**src/rtl/spi_slave_core.sv**
```systemverilog
// spi_slave_core
//   SPI slave with a configurable word width, all four CPOL/CPHA modes and
//   MSB- or LSB-first bit order. sclk, mosi and cs are synchronised into clk.
//   While cs stays low, several words can follow one another in a single frame.
//   Every received word produces a one-cycle rx_valid pulse. A frame that ends
//   part-way through a word produces a one-cycle frame_err pulse.
//
//   State table
//     state    | meaning
//     ---------+-----------------------------------------------------------
//     ST_IDLE  | no frame in progress; miso held at 0; sclk edges ignored
//     ST_SHIFT | cs asserted; shift words in and out on sclk edges
//
// Ports
//   clk        in   system clock (at least 4x sclk)
//   rst        in   asynchronous active-high reset
//   data_in    in   word returned to the master; read at each word start
//   ready      out  1 while no frame is in progress
//   rx_data    out  last complete word received from the master
//   rx_valid   out  one-cycle pulse when rx_data is updated
//   frame_err  out  one-cycle pulse when cs rises part-way through a word
//   miso       out  registered serial data to the master
//   mosi       in   serial data from the master
//   sclk       in   SPI clock
//   cs         in   chip select, active low
module spi_slave_core #(
    parameter int DATA_WIDTH  = 32,
    parameter bit CPOL        = 1'b0,
    parameter bit CPHA        = 1'b0,
    parameter bit LSB_FIRST   = 1'b0,
    parameter int SYNC_STAGES = 2
) (
    input  logic                  clk,
    input  logic                  rst,
    input  logic [DATA_WIDTH-1:0] data_in,
    output logic                  ready,
    output logic [DATA_WIDTH-1:0] rx_data,
    output logic                  rx_valid,
    output logic                  frame_err,
    output logic                  miso,
    input  logic                  mosi,
    input  logic                  sclk,
    input  logic                  cs
);

    localparam int CNT_W = $clog2(DATA_WIDTH);
    localparam logic [CNT_W-1:0] LAST_BIT = CNT_W'(DATA_WIDTH - 1);

    typedef enum logic [0:0] {
        ST_IDLE  = 1'b0,
        ST_SHIFT = 1'b1
    } state_t;

    state_t                  state_q, state_d;
    logic [SYNC_STAGES-1:0]  sclk_sync, mosi_sync, cs_sync;
    logic                    sclk_prev;
    logic                    sclk_s, mosi_s, cs_s;
    logic                    leading, trailing, sample_edge, drive_edge;
    logic [CNT_W-1:0]        bit_cnt_q, bit_cnt_d;
    logic [DATA_WIDTH-1:0]   tx_shift_q, tx_shift_d;
    logic [DATA_WIDTH-1:0]   rx_shift_q, rx_shift_d;
    logic [DATA_WIDTH-1:0]   rx_data_d;
    logic                    rx_valid_d, frame_err_d, miso_d;

    function automatic logic first_bit(input logic [DATA_WIDTH-1:0] d);
        return LSB_FIRST ? d[0] : d[DATA_WIDTH-1];
    endfunction

    function automatic logic [DATA_WIDTH-1:0] shift_out(input logic [DATA_WIDTH-1:0] d);
        return LSB_FIRST ? (d >> 1) : (d << 1);
    endfunction

    function automatic logic [DATA_WIDTH-1:0] shift_in(input logic [DATA_WIDTH-1:0] r,
                                                       input logic b);
        return LSB_FIRST ? {b, r[DATA_WIDTH-1:1]} : {r[DATA_WIDTH-2:0], b};
    endfunction

    // Reset values match the idle bus, so leaving reset never looks like an edge.
    always_ff @(posedge clk or posedge rst) begin
        if (rst) begin
            sclk_sync <= {SYNC_STAGES{CPOL}};
            mosi_sync <= '0;
            cs_sync   <= '1;
            sclk_prev <= CPOL;
        end else begin
            sclk_sync <= {sclk_sync[SYNC_STAGES-2:0], sclk};
            mosi_sync <= {mosi_sync[SYNC_STAGES-2:0], mosi};
            cs_sync   <= {cs_sync[SYNC_STAGES-2:0], cs};
            sclk_prev <= sclk_s;
        end
    end

    assign sclk_s = sclk_sync[SYNC_STAGES-1];
    assign mosi_s = mosi_sync[SYNC_STAGES-1];
    assign cs_s   = cs_sync[SYNC_STAGES-1];

    // Leading edge leaves the idle level; trailing edge returns to it.
    assign leading     = (sclk_prev == CPOL) && (sclk_s != CPOL);
    assign trailing    = (sclk_prev != CPOL) && (sclk_s == CPOL);
    assign sample_edge = CPHA ? trailing : leading;
    assign drive_edge  = CPHA ? leading  : trailing;

    assign ready = (state_q == ST_IDLE);

    always_ff @(posedge clk or posedge rst) begin
        if (rst) begin
            state_q    <= ST_IDLE;
            bit_cnt_q  <= '0;
            tx_shift_q <= '0;
            rx_shift_q <= '0;
            rx_data    <= '0;
            rx_valid   <= 1'b0;
            frame_err  <= 1'b0;
            miso       <= 1'b0;
        end else begin
            state_q    <= state_d;
            bit_cnt_q  <= bit_cnt_d;
            tx_shift_q <= tx_shift_d;
            rx_shift_q <= rx_shift_d;
            rx_data    <= rx_data_d;
            rx_valid   <= rx_valid_d;
            frame_err  <= frame_err_d;
            miso       <= miso_d;
        end
    end

    always_comb begin
        state_d     = state_q;
        bit_cnt_d   = bit_cnt_q;
        tx_shift_d  = tx_shift_q;
        rx_shift_d  = rx_shift_q;
        rx_data_d   = rx_data;
        rx_valid_d  = 1'b0;
        frame_err_d = 1'b0;
        miso_d      = miso;

        case (state_q)
            ST_IDLE: begin
                miso_d = 1'b0;
                if (!cs_s) begin
                    state_d   = ST_SHIFT;
                    bit_cnt_d = '0;
                    // In CPHA=0 the master samples the first bit on the first
                    // sclk edge, so that bit is driven as soon as cs falls.
                    if (!CPHA) begin
                        miso_d     = first_bit(data_in);
                        tx_shift_d = shift_out(data_in);
                    end
                end
            end

            ST_SHIFT: begin
                if (sample_edge) begin
                    rx_shift_d = shift_in(rx_shift_q, mosi_s);
                    if (bit_cnt_q == LAST_BIT) begin
                        rx_data_d  = rx_shift_d;
                        rx_valid_d = 1'b1;
                        bit_cnt_d  = '0;
                    end else begin
                        bit_cnt_d = bit_cnt_q + CNT_W'(1);
                    end
                end else if (drive_edge) begin
                    if (bit_cnt_q == '0) begin
                        miso_d     = first_bit(data_in);
                        tx_shift_d = shift_out(data_in);
                    end else begin
                        miso_d     = first_bit(tx_shift_q);
                        tx_shift_d = shift_out(tx_shift_q);
                    end
                end

                // The sample is handled first, so a final edge arriving with
                // cs rise completes the word and ends the frame cleanly.
                if (cs_s) begin
                    state_d     = ST_IDLE;
                    miso_d      = 1'b0;
                    frame_err_d = (bit_cnt_d != '0);
                    bit_cnt_d   = '0;
                end
            end

            default: begin
                state_d = ST_IDLE;
            end
        endcase
    end

endmodule

```
**config.mk**
```make
export PLATFORM = sky130hd
export DESIGN_NAME = spi_slave_core
export DESIGN_NICKNAME = d
export VERILOG_FILES = /design/src/rtl/spi_slave_core.sv
export SDC_FILE = /design/constraint.sdc
export NUM_CORES = 1
export LEC_CHECK = 0
export CORE_MARGIN = 2
export CORE_UTILIZATION = 47
export CTS_CLUSTER_DIAMETER = 200
export DETAILED_ROUTE_END_ITERATION = 16
export HOLD_SLACK_MARGIN = 0.06
export PLACE_DENSITY = 0.74
export SLEW_MARGIN = 20
export SYNTH_ARGS = -nofsm -noshare
export SYNTH_HDL_FRONTEND = slang
export SYNTH_SLANG_ARGS = --single-unit
```
**constraint.sdc**
```tcl
create_clock -name clk -period 3.9 [get_ports clk]
set_input_delay 0.78 -clock clk [delete_from_list [all_inputs] [get_ports clk]]
set_output_delay 0.78 -clock clk [all_outputs]
set_load 0.03 [all_outputs]
```
# Word level (Yosys, flattened, before mapping)

Index checks and enable logic that the tools add are counted.
W data, S select, Z words.

Bits in registers: 111
Input bits: 37
Output and inout bits: 36
Logic and storage cells: 53

Add/sub/neg operators: 1
Equality and inequality tests: 6
Multiplexer cells: 23
Bitwise operators: 3
Reduce and logical (&&, ||, !) cells: 8

Operators with widths:

| operator              | number |
|---|---|
| $mux W32              | 4 |
| $pmux W32 S2          | 1 |
| $mux W5               | 5 |
| $mux W1               | 11 |
| $pmux W5 S2           | 1 |
| $reduce_and A3 Y1     | 2 |
| $add A5 B1 Y5 const B | 1 |
| $eq A5 B5 Y1 const B  | 1 |
| $logic_not A5 Y1      | 1 |
| $reduce_bool A5 Y1    | 1 |
| $ne A2 B2 Y1 const B  | 2 |
| $reduce_and A2 Y1     | 2 |
| $ne A3 B1 Y1 const B  | 1 |
| $ne A3 B3 Y1 const B  | 1 |
| $not A1 Y1            | 3 |
| $logic_and A1 B1 Y1   | 2 |
| $ne A2 B1 Y1 const B  | 1 |
| $pmux W1 S2           | 1 |

# Logic depth before layout (Yosys ltp)

Gate-level depths: netlist of run 1.

Depth in word-level cells: 7
Gate-level depth with buffers: 8
Mapped depth without buffers: 6

# Least setup slack after synthesis of run 1

OpenSTA, ideal clock, no wires.

Path type: register -> register
Start point: register bit_cnt_q[0]
End point: register rx_data[0]
Setup time: 0.125 ns
Data arrival time: 1.900 ns
Path slack: 1.875 ns
Stages on the path, launching flop included: 8
Buffers on the path: 2
Cells stage by stage: dfrtp_1 -> ha_1 -> and3_1 -> ha_1 -> clkbuf_1 -> nand3_1 -> buf_2 -> mux2_2

Cells in the longest elaborated chain, start to end: 2

Ends and longest elaborated chain:

| what                        | line | source |
|---|---|---|
| start, declared             | 59   | `logic [CNT_W-1:0] bit_cnt_q, bit_cnt_d;` |
| start signal, assigned      | 117  | `bit_cnt_q <= bit_cnt_d;` |
| $eq A5 B5 Y1                | 155  | `if (bit_cnt_q == LAST_BIT) begin` |
| $reduce_and A3 Y1 (no line) | -    |  |
| end signal, assigned        | 120  | `rx_data <= rx_data_d;` |
| end, declared               | 37   | `output logic [DATA_WIDTH-1:0] rx_data,` |

No other way between the ends.
A chain may end at the register's enable or synchronous reset.

# Worst setup path after layout of run 1

Start point: register bit_cnt_q[0]
End point: register rx_data[15]

Same word-level chain as after synthesis.

==> impl_summary.md, run 1 <==
Logic synthesis
For this run, the number of Yosys warnings is 0. The number of enable flip-flop cells after synthesis is 0. The mapped cell area is 0.00452 mm². Each instance of the synthesized netlist takes up on average 13.4 µm². Sorting the synthesized cells by area gives the leading types as sky130_fd_sc_hd__dfrtp_1 (60%), sky130_fd_sc_hd__mux2_2 (11%), sky130_fd_sc_hd__mux2i_1 (6.4%). The share of the Yosys chip area taken by registers is 0.610. sky130_fd_sc_hd__dfrtp_1 takes more of the synthesized area than any other cell. The number of different library cells used by synthesis comes to 33. The number of instances in the synthesized netlist is 338. The register bit count reported by yosys is 110. When the netlist entered floorplanning its net count stood at 378. The area share of the leading cell type in the synthesized netlist is 0.598. The most used flip-flop cell after synthesis is sky130_fd_sc_hd__dfrtp_1. The post-synthesis async set-or-reset flop share is 1.00.

Clock tree
The TritonCTS sink count is 110. In this run the post-CTS setup repair buffer count came out at 0. The number of H-tree branching levels is 3.

TritonCTS created 9 clock buffers. For this design, the CTS-stage hold fixing added 0 buffers. The number of gates resized after CTS is 0. The clock transition time at the flip-flop clock pins of the worst setup and hold paths is 0.10 ns.

The maximum buffer depth of the clock tree is 2. The clock latency at the later pin of the worst-skew pair is 0.36 ns. The tree is rooted in a sky130_fd_sc_hd__clkbuf_8. The CTS tree is yes.

Floorplan
The height of the chip is 102 µm. The total I/O pin count is 73. The floorplan row count is 35.

The die covers 0.0104 mm². The horizontal die dimension is 102 µm. The area of the core is 0.00928 mm².

The starting utilization of the core area is 0.487.

Layout
In the final layout, the share of cells above drive strength 1 is 0.174. The finished cells cover 0.00549 mm². The area overhead of the layout relative to synthesis is 21.6%. The area taken by flip-flops and latches is 0.00276 mm². The post-layout utilization of the core is 0.591. For this run, the number of standard cells in the final layout without fillers is 537. Counting the fill cells in the layout gives 772.

Summing all multi-input logic gate instances after layout gives 0.00158 mm². The number of antenna cells inserted is 0. The leading cell type in the layout, fill and taps excluded is sky130_fd_sc_hd__dfrtp_1. The final-stage net count is 443. In the layout the commonest cells are sky130_fd_sc_hd__dfrtp_1 (108), sky130_fd_sc_hd__clkdlybuf4s50_1 (72), sky130_fd_sc_hd__mux2_2 (45), sky130_fd_sc_hd__a21oi_1 (36), sky130_fd_sc_hd__nor2_1 (35).

Detailed routing
The via total after detailed routing is 2701. The number of remaining DRC errors is 0. After detailed routing, the average wire length per cell comes to 14.3 µm. The wire length reported by the detailed router is 7650 µm.

The pre-antenna-repair detailed-routing pass consisted of 4 iterations. The vias per cell is 5.03. The remaining antenna violation count is 0. In this run, the number of DRC markers left after iteration 0 of detailed routing was 63.

Global route
The via count of the first global-routing pass is 2793. The pin count of the biggest net entering global routing is 63. The overall track demand over capacity in global routing is 0.158. The global-route wire length before repair is 13000 µm. The number of antenna violations at the first check in global routing came to 0. The total overflow left after global routing is 0.

Pwr
The total power density per cell area is 400 mW/mm². The analysis attributes to cell leakage a power of 2.70 nW. Across the VDD grid, the largest voltage drop is 234 µV.

STA
The setup-violating endpoint count in the final report is 0. Measured against its own limit, the worst slew margin works out to 0.326. Setup repair after global routing left no endpoint under its margin. The measured slew at the worst slew-check pin is 1.01 ns. Across the routed clock network, the largest skew measured is 0.00781 ns. The final-report max-slew violation count was 0.

The count of final hold-check violations is 0. Of the available clock period, the critical path in the final layout requires 0.678. After routing, the total negative slack on setup checks comes to 0 ns. Timing would allow up to 378 MHz. The minimum clock period after layout is 2.64 ns.

Placed design
The global placer's final weighted congestion is 0.791. The instance count after placement with tap cells included is 521. The area after detailed placement is 0.00529 mm². The count of port buffers added during placement is 72. The post-detailed-placement half-perimeter wirelength is 5090 µm.

Critical path
The type of the worst setup path is register to register. The endpoint required time on the critical path is 4.14 ns. The worst register-to-register path has a depth of 5.

The launch point of the worst path is bit_cnt_q[0]. The end of the worst register-to-register path is rx_data[15]. Of all nets on the critical path, the largest fanout is 33.

The critical path endpoint is rx_data[15]. The kind of end point of the critical path is a register. The setup slack of the most critical reg-to-reg path is 1.26 ns.

STA classifies the critical path startpoint as a register. Data on the critical path arrives at its endpoint at 2.89 ns. The start of the worst register-to-register path is bit_cnt_q[0].

Status
The flow ran to the end, and the final reports show no timing, DRC or antenna violations.

Run
The tool flagged a number of max-cap violations equal to 0.

Min path
The path class of the tightest hold or removal check is register to register.
[metrics by stage]
stage	total power [mW]	setup WS, ns	hold WS (ns)
final	2.20	1.26	0.361
after CTS	2.23	1.23	0.363
after global placement	1.52	1.40	0.336
after detailed placement	1.53	1.25	0.342
after global routing	2.31	1.04	0.368
after floorplan	1.45	0.221	0.331
[power breakdown]
part	switching [mW]	internal (mW)	total (mW)	leakage [nW]
clock network	0.390	0.308	0.698	0.107
logic	0.0995	0.114	0.214	1.18
registers	0.0538	1.23	1.29	1.41
[registers in the layout, indices dropped and copies added, names as in the netlist]
signal,cells
sclk_prev,1
frame_err,1
rx_valid,1
tx_shift_q,31
rx_data,32
sclk_sync,2
cs_sync,2
miso,1
rx_shift_q,31
state_q,1
mosi_sync,2
bit_cnt_q,5
[cells by family (layout without fill, tap and decap cells)]
family	Yosys count	in the layout	synth area share
flops	110	110	0.610
mux	92	92	0.221
simple gates	53	53	0.0562
compound gates	49	49	0.0604
buf+inv	30	100	0.0418
fa+ha+maj	3	3	0.00831
xor+xnor	1	1	0.00194
[cell type report]
| type | instances | area share |
|---|---|---|
| clock inverters | 7 | 0.0146 |
| repair buffers | 74 | 0.136 |
| multi-input cells | 198 | 0.288 |
| clock buffers | 9 | 0.0226 |
| flip-flops and latches | 110 | 0.502 |
| well taps | 129 | 0.0294 |
| inverters | 10 | 0.00729 |
[worst min path at each step]
| stage | startpoint | end | slack [ns] | cells after the start |
|---|---|---|---|---|
| 6_report | cs_sync[0] | cs_sync[1] | 0.36 | 0 |
| 5_1_grt | mosi_sync[0] | mosi_sync[1] | 0.37 | 0 |
| 4_1_cts | cs_sync[0] | cs_sync[1] | 0.36 | 0 |
| 3_5_place_dp | mosi_sync[0] | mosi_sync[1] | 0.34 | 0 |
| 3_3_place_gp | sclk_sync[0] | sclk_sync[1] | 0.34 | 0 |
| 2_1_floorplan | mosi_sync[0] | mosi_sync[1] | 0.33 | 0 |
[synth_stat cells (2+ instances only)]
cell type                  number
sky130_fd_sc_hd__clkbuf_1       5
sky130_fd_sc_hd__mux2i_1       29
sky130_fd_sc_hd__buf_2         10
sky130_fd_sc_hd__dfstp_2        2
sky130_fd_sc_hd__nand2_1        2
sky130_fd_sc_hd__mux2_2        45
sky130_fd_sc_hd__buf_12         3
sky130_fd_sc_hd__nand3_1        3
sky130_fd_sc_hd__nand2b_1       4
sky130_fd_sc_hd__nor2b_1        2
sky130_fd_sc_hd__o21ai_0        3
sky130_fd_sc_hd__mux2_1        18
sky130_fd_sc_hd__a21oi_1       36
sky130_fd_sc_hd__dfrtp_1      108
sky130_fd_sc_hd__nor2_1        35
sky130_fd_sc_hd__buf_6          2
sky130_fd_sc_hd__ha_1           3
sky130_fd_sc_hd__inv_1         10
sky130_fd_sc_hd__o22ai_1        4
[worst max-delay path: stages, from the launching register on]
cell                      delay [ns]
sky130_fd_sc_hd__dfrtp_1        0.46
sky130_fd_sc_hd__ha_1           0.25
sky130_fd_sc_hd__and3_1         0.19
sky130_fd_sc_hd__ha_1           0.29
sky130_fd_sc_hd__nand3_2        0.72
sky130_fd_sc_hd__mux2_1         0.59
[per-layer routing]
layer  wire length (µm)  up-vias  GRT usage  part of all wire
li1                   -     1309          -                 -
met1               3530     1320      0.211              0.46
met2               3550       63      0.253              0.46
met3                459        9     0.0390             0.060
met4                109        0     0.0585             0.014
met5                  0        -          0                 0
Note: power is estimated with default switching activity, not from simulation.
==> run 2, diff against run 1 <==
- clock period: 3.9 -> 2.3 ns (I/O delays scaled with it)
==> run 2 against run 1 <==
Total power rose by 68%. Die area unchanged. Clock-buffer cell count is 1 higher. Flip-flop and latch count unchanged. First-iteration DRC count is 52% higher. Critical path type is now register to primary output. Sequential share of layout area decreased by 0.51 points. Global-route usage fell by 0.13 points. Routed wire length rose by 1.4%. Combinational power increased by 73%. Critical endpoint is now ready. Sequential power increased by 69%. Final cell count increased by 0.56%. Critical path depth decreased by 3.
==> impl_summary.md, run 2 (synthesis results as in run 1) <==
Critical path
The type of origin of the critical path is a register. The endpoint required time on the critical path was 1.84 ns (-2.30 ns). The arrival time at the worst endpoint is 1.73 ns (-1.16 ns). The worst register-to-register path ends at rx_data[0].

The start of the worst register-to-register path is bit_cnt_q[0]. The worst reg2reg path depth is 6 (+1). The setup slack of the most critical reg-to-reg path is 0.31 ns (-0.95 ns). The highest net fanout along the worst path is 6 (-82%).

The kind of end point of the critical path is a primary output. Tracing the worst setup path back leads to its startpoint at state_q. The type of the worst setup path is register to primary output.

Global route
The number of antenna violations at the first check in global routing is 0 (unchanged). The overall track demand over capacity in global routing is 0.157 (-0.00126). The pin count of the biggest net entering global routing is 111 (+76%).

The global-route wire length before repair came to 12800 µm (-1.4%). The via count of the first global-routing pass is 2722 (-2.5%). The final global-route overflow total is 0 (unchanged).

Detailed routing
The total iterations of the first detailed-routing run is 4 (unchanged). The remaining antenna violation count is 0 (unchanged). The starting DRC count in detailed routing came to 96 (+52%).

The via total after detailed routing is 2730 (+1.1%). The vias per cell was 5.06 (+0.51%). The wire length per cell was 14.4 µm (+0.82%). The wire length reported by the detailed router is 7760 µm (+1.4%).

The number of remaining DRC errors came to 0 (unchanged).

STA
The normalized max-slew margin came to 0.609 (+0.283). The count of final hold-check violations was 0 (unchanged). Setup repair after global routing left no endpoint under its margin. The measured slew at the worst slew-check pin is 0.587 ns (-0.424 ns).

The final-report max-slew violation count came to 0 (unchanged). The routed design could run at a clock period as short as 2.19 ns. The setup-violating endpoint count in the final report was 0 (unchanged).

The setup clock skew after layout came to 0.0143 ns (+0.00647 ns). The maximum frequency from static timing analysis is 456 MHz. Dividing the final minimum period by the clock period gives 0.953. The final total negative setup slack is 0 ns (unchanged).

Pwr
The leakage power figure came to 2.72 nW (+0.63%). The worst voltage drop across the vdd grid is 363 µV (+55%). The total chip power is 3.68 mW (+68%). The total power density per cell area is 664 mW/mm² (+66%).

Clock tree
The number of H-tree branching levels came to 3 (unchanged). The clock transition time at the flip-flop clock pins of the worst setup and hold paths is 0.10 ns (about the same). The cell sitting at the root of the clock tree is a sky130_fd_sc_hd__clkbuf_8.

The clock latency at the later pin of the worst-skew pair came to 0.37 ns (about the same). The TritonCTS sink count was 110 (unchanged). The total clock buffers created by CTS was 9 (unchanged). The post-CTS setup buffer count is 0 (unchanged). The number of gates resized after CTS is 0 (unchanged). The count of hold buffers inserted by post-cts repair is 0 (unchanged). TritonCTS built the clock tree. The maximum buffer depth of the clock tree is 2 (unchanged).

Layout
The flip-flop count of the largest register, all copies and words added is 32 (unchanged). The leading cell type in the layout, fill and taps excluded is sky130_fd_sc_hd__dfrtp_1. In the final layout, the registers with the most flip-flops are rx_data x32, rx_shift_q x31, tx_shift_q x31. The area overhead of the layout relative to synthesis is 22.8%. The multi-input gate area in the final layout is 0.00158 mm² (unchanged). The area taken by flip-flops and latches is 0.00276 mm² (unchanged). Counting flops per register, the top entry is rx_data. The final-stage net count is 446 (+0.68%). The number of fillers in the final layout is 770 (-0.26%). In the layout the commonest cells are sky130_fd_sc_hd__dfrtp_1 (108), sky130_fd_sc_hd__clkdlybuf4s50_1 (72), sky130_fd_sc_hd__mux2_2 (45), sky130_fd_sc_hd__a21oi_1 (36), sky130_fd_sc_hd__nor2_1 (35). The fraction of final layout cells sized beyond drive strength 1 is 0.180 (+0.00603).

The number of antenna cells inserted is 0 (unchanged).

Floorplan
The die footprint is 0.0104 mm² (unchanged). The height of the chip is 102 µm (unchanged). The horizontal die dimension is 102 µm (unchanged). The area of the core is 0.00928 mm² (unchanged).

The total I/O pin count was 73 (unchanged). The floorplan row count came to 35 (unchanged). The starting utilization of the core area came to 0.487 (unchanged).

Placed design
The post-detailed-placement half-perimeter wirelength is 5050 µm (-0.68%). The count of port buffers added during placement is 72 (unchanged). The global placer's final weighted congestion is 0.841 (+6.3%).

Status
The flow ran to the end, and the final reports show no timing, DRC or antenna violations.

Min path
The instance count along the most critical hold path is 0 (unchanged). The worst hold path terminates at cs_sync[1]. The worst min-delay path startpoint is cs_sync[0].

The class of the most critical hold timing path is register to register.

Run
The count of max-cap constraint violations came to 0 (unchanged).
-- run 2: where the power goes --
part / leakage [nW] / switching (mW) / internal (mW)
Sequential: 1.41 / 0.0900 / 2.09
Combinational: 1.21 / 0.170 / 0.201
Clock: 0.0982 / 0.683 / 0.450
-- run 2: worst max path at each step --
stage                            end  slack (ns)  depth (start not counted)
after floorplan           rx_data[0]        0.28                          7
after global placement    rx_data[2]        0.38                          6
after detailed placement  rx_data[0]        0.32                          6
after CTS                      ready        0.09                          2
after global routing           ready        0.04                          2
final                          ready        0.11                          2
-- run 2: per-stage QoR --
| stage | util | cell area (µm²) | hold slack [ns] | cells | setup WS (ns) |
|---|---|---|---|---|---|
| final | 0.597 | 5550 | 0.361 | 540 | 0.109 |
| after global routing | 0.597 | 5550 | 0.367 | 540 | 0.0438 |
| after floorplan | - | 4520 | 0.331 | 338 | 0.275 |
| after global placement | 0.576 | 5350 | 0.332 | 524 | 0.378 |
| after detailed placement | 0.576 | 5350 | 0.344 | 524 | 0.321 |
| after CTS | 0.597 | 5550 | 0.363 | 540 | 0.0947 |
-- run 2: layout make-up --
type / instances / share of cell area
clock buffer: 10 / 0.0248
clock inverter: 6 / 0.0111
inverter: 10 / 0.00744
multi-input combinational: 198 / 0.285
sequential: 110 / 0.497
tap: 129 / 0.0291
timing repair buffer: 77 / 0.146
-- run 2: metal layers --
| metal | track usage | up-vias | routed length [µm] |
|---|---|---|---|
| met5 | 0 | - | 0 |
| met4 | 0.0677 | 0 | 174 |
| met3 | 0.0404 | 14 | 471 |
| met2 | 0.238 | 82 | 3470 |
| met1 | 0.216 | 1324 | 3640 |
| li1 | - | 1310 | - |
-- run 2: critical path, cell delays in order, from the launching register on --
cell and delay (ns):
sky130_fd_sc_hd__dfrtp_1 0.47, sky130_fd_sc_hd__inv_1 0.18, sky130_fd_sc_hd__clkdlybuf4s50_1 0.72
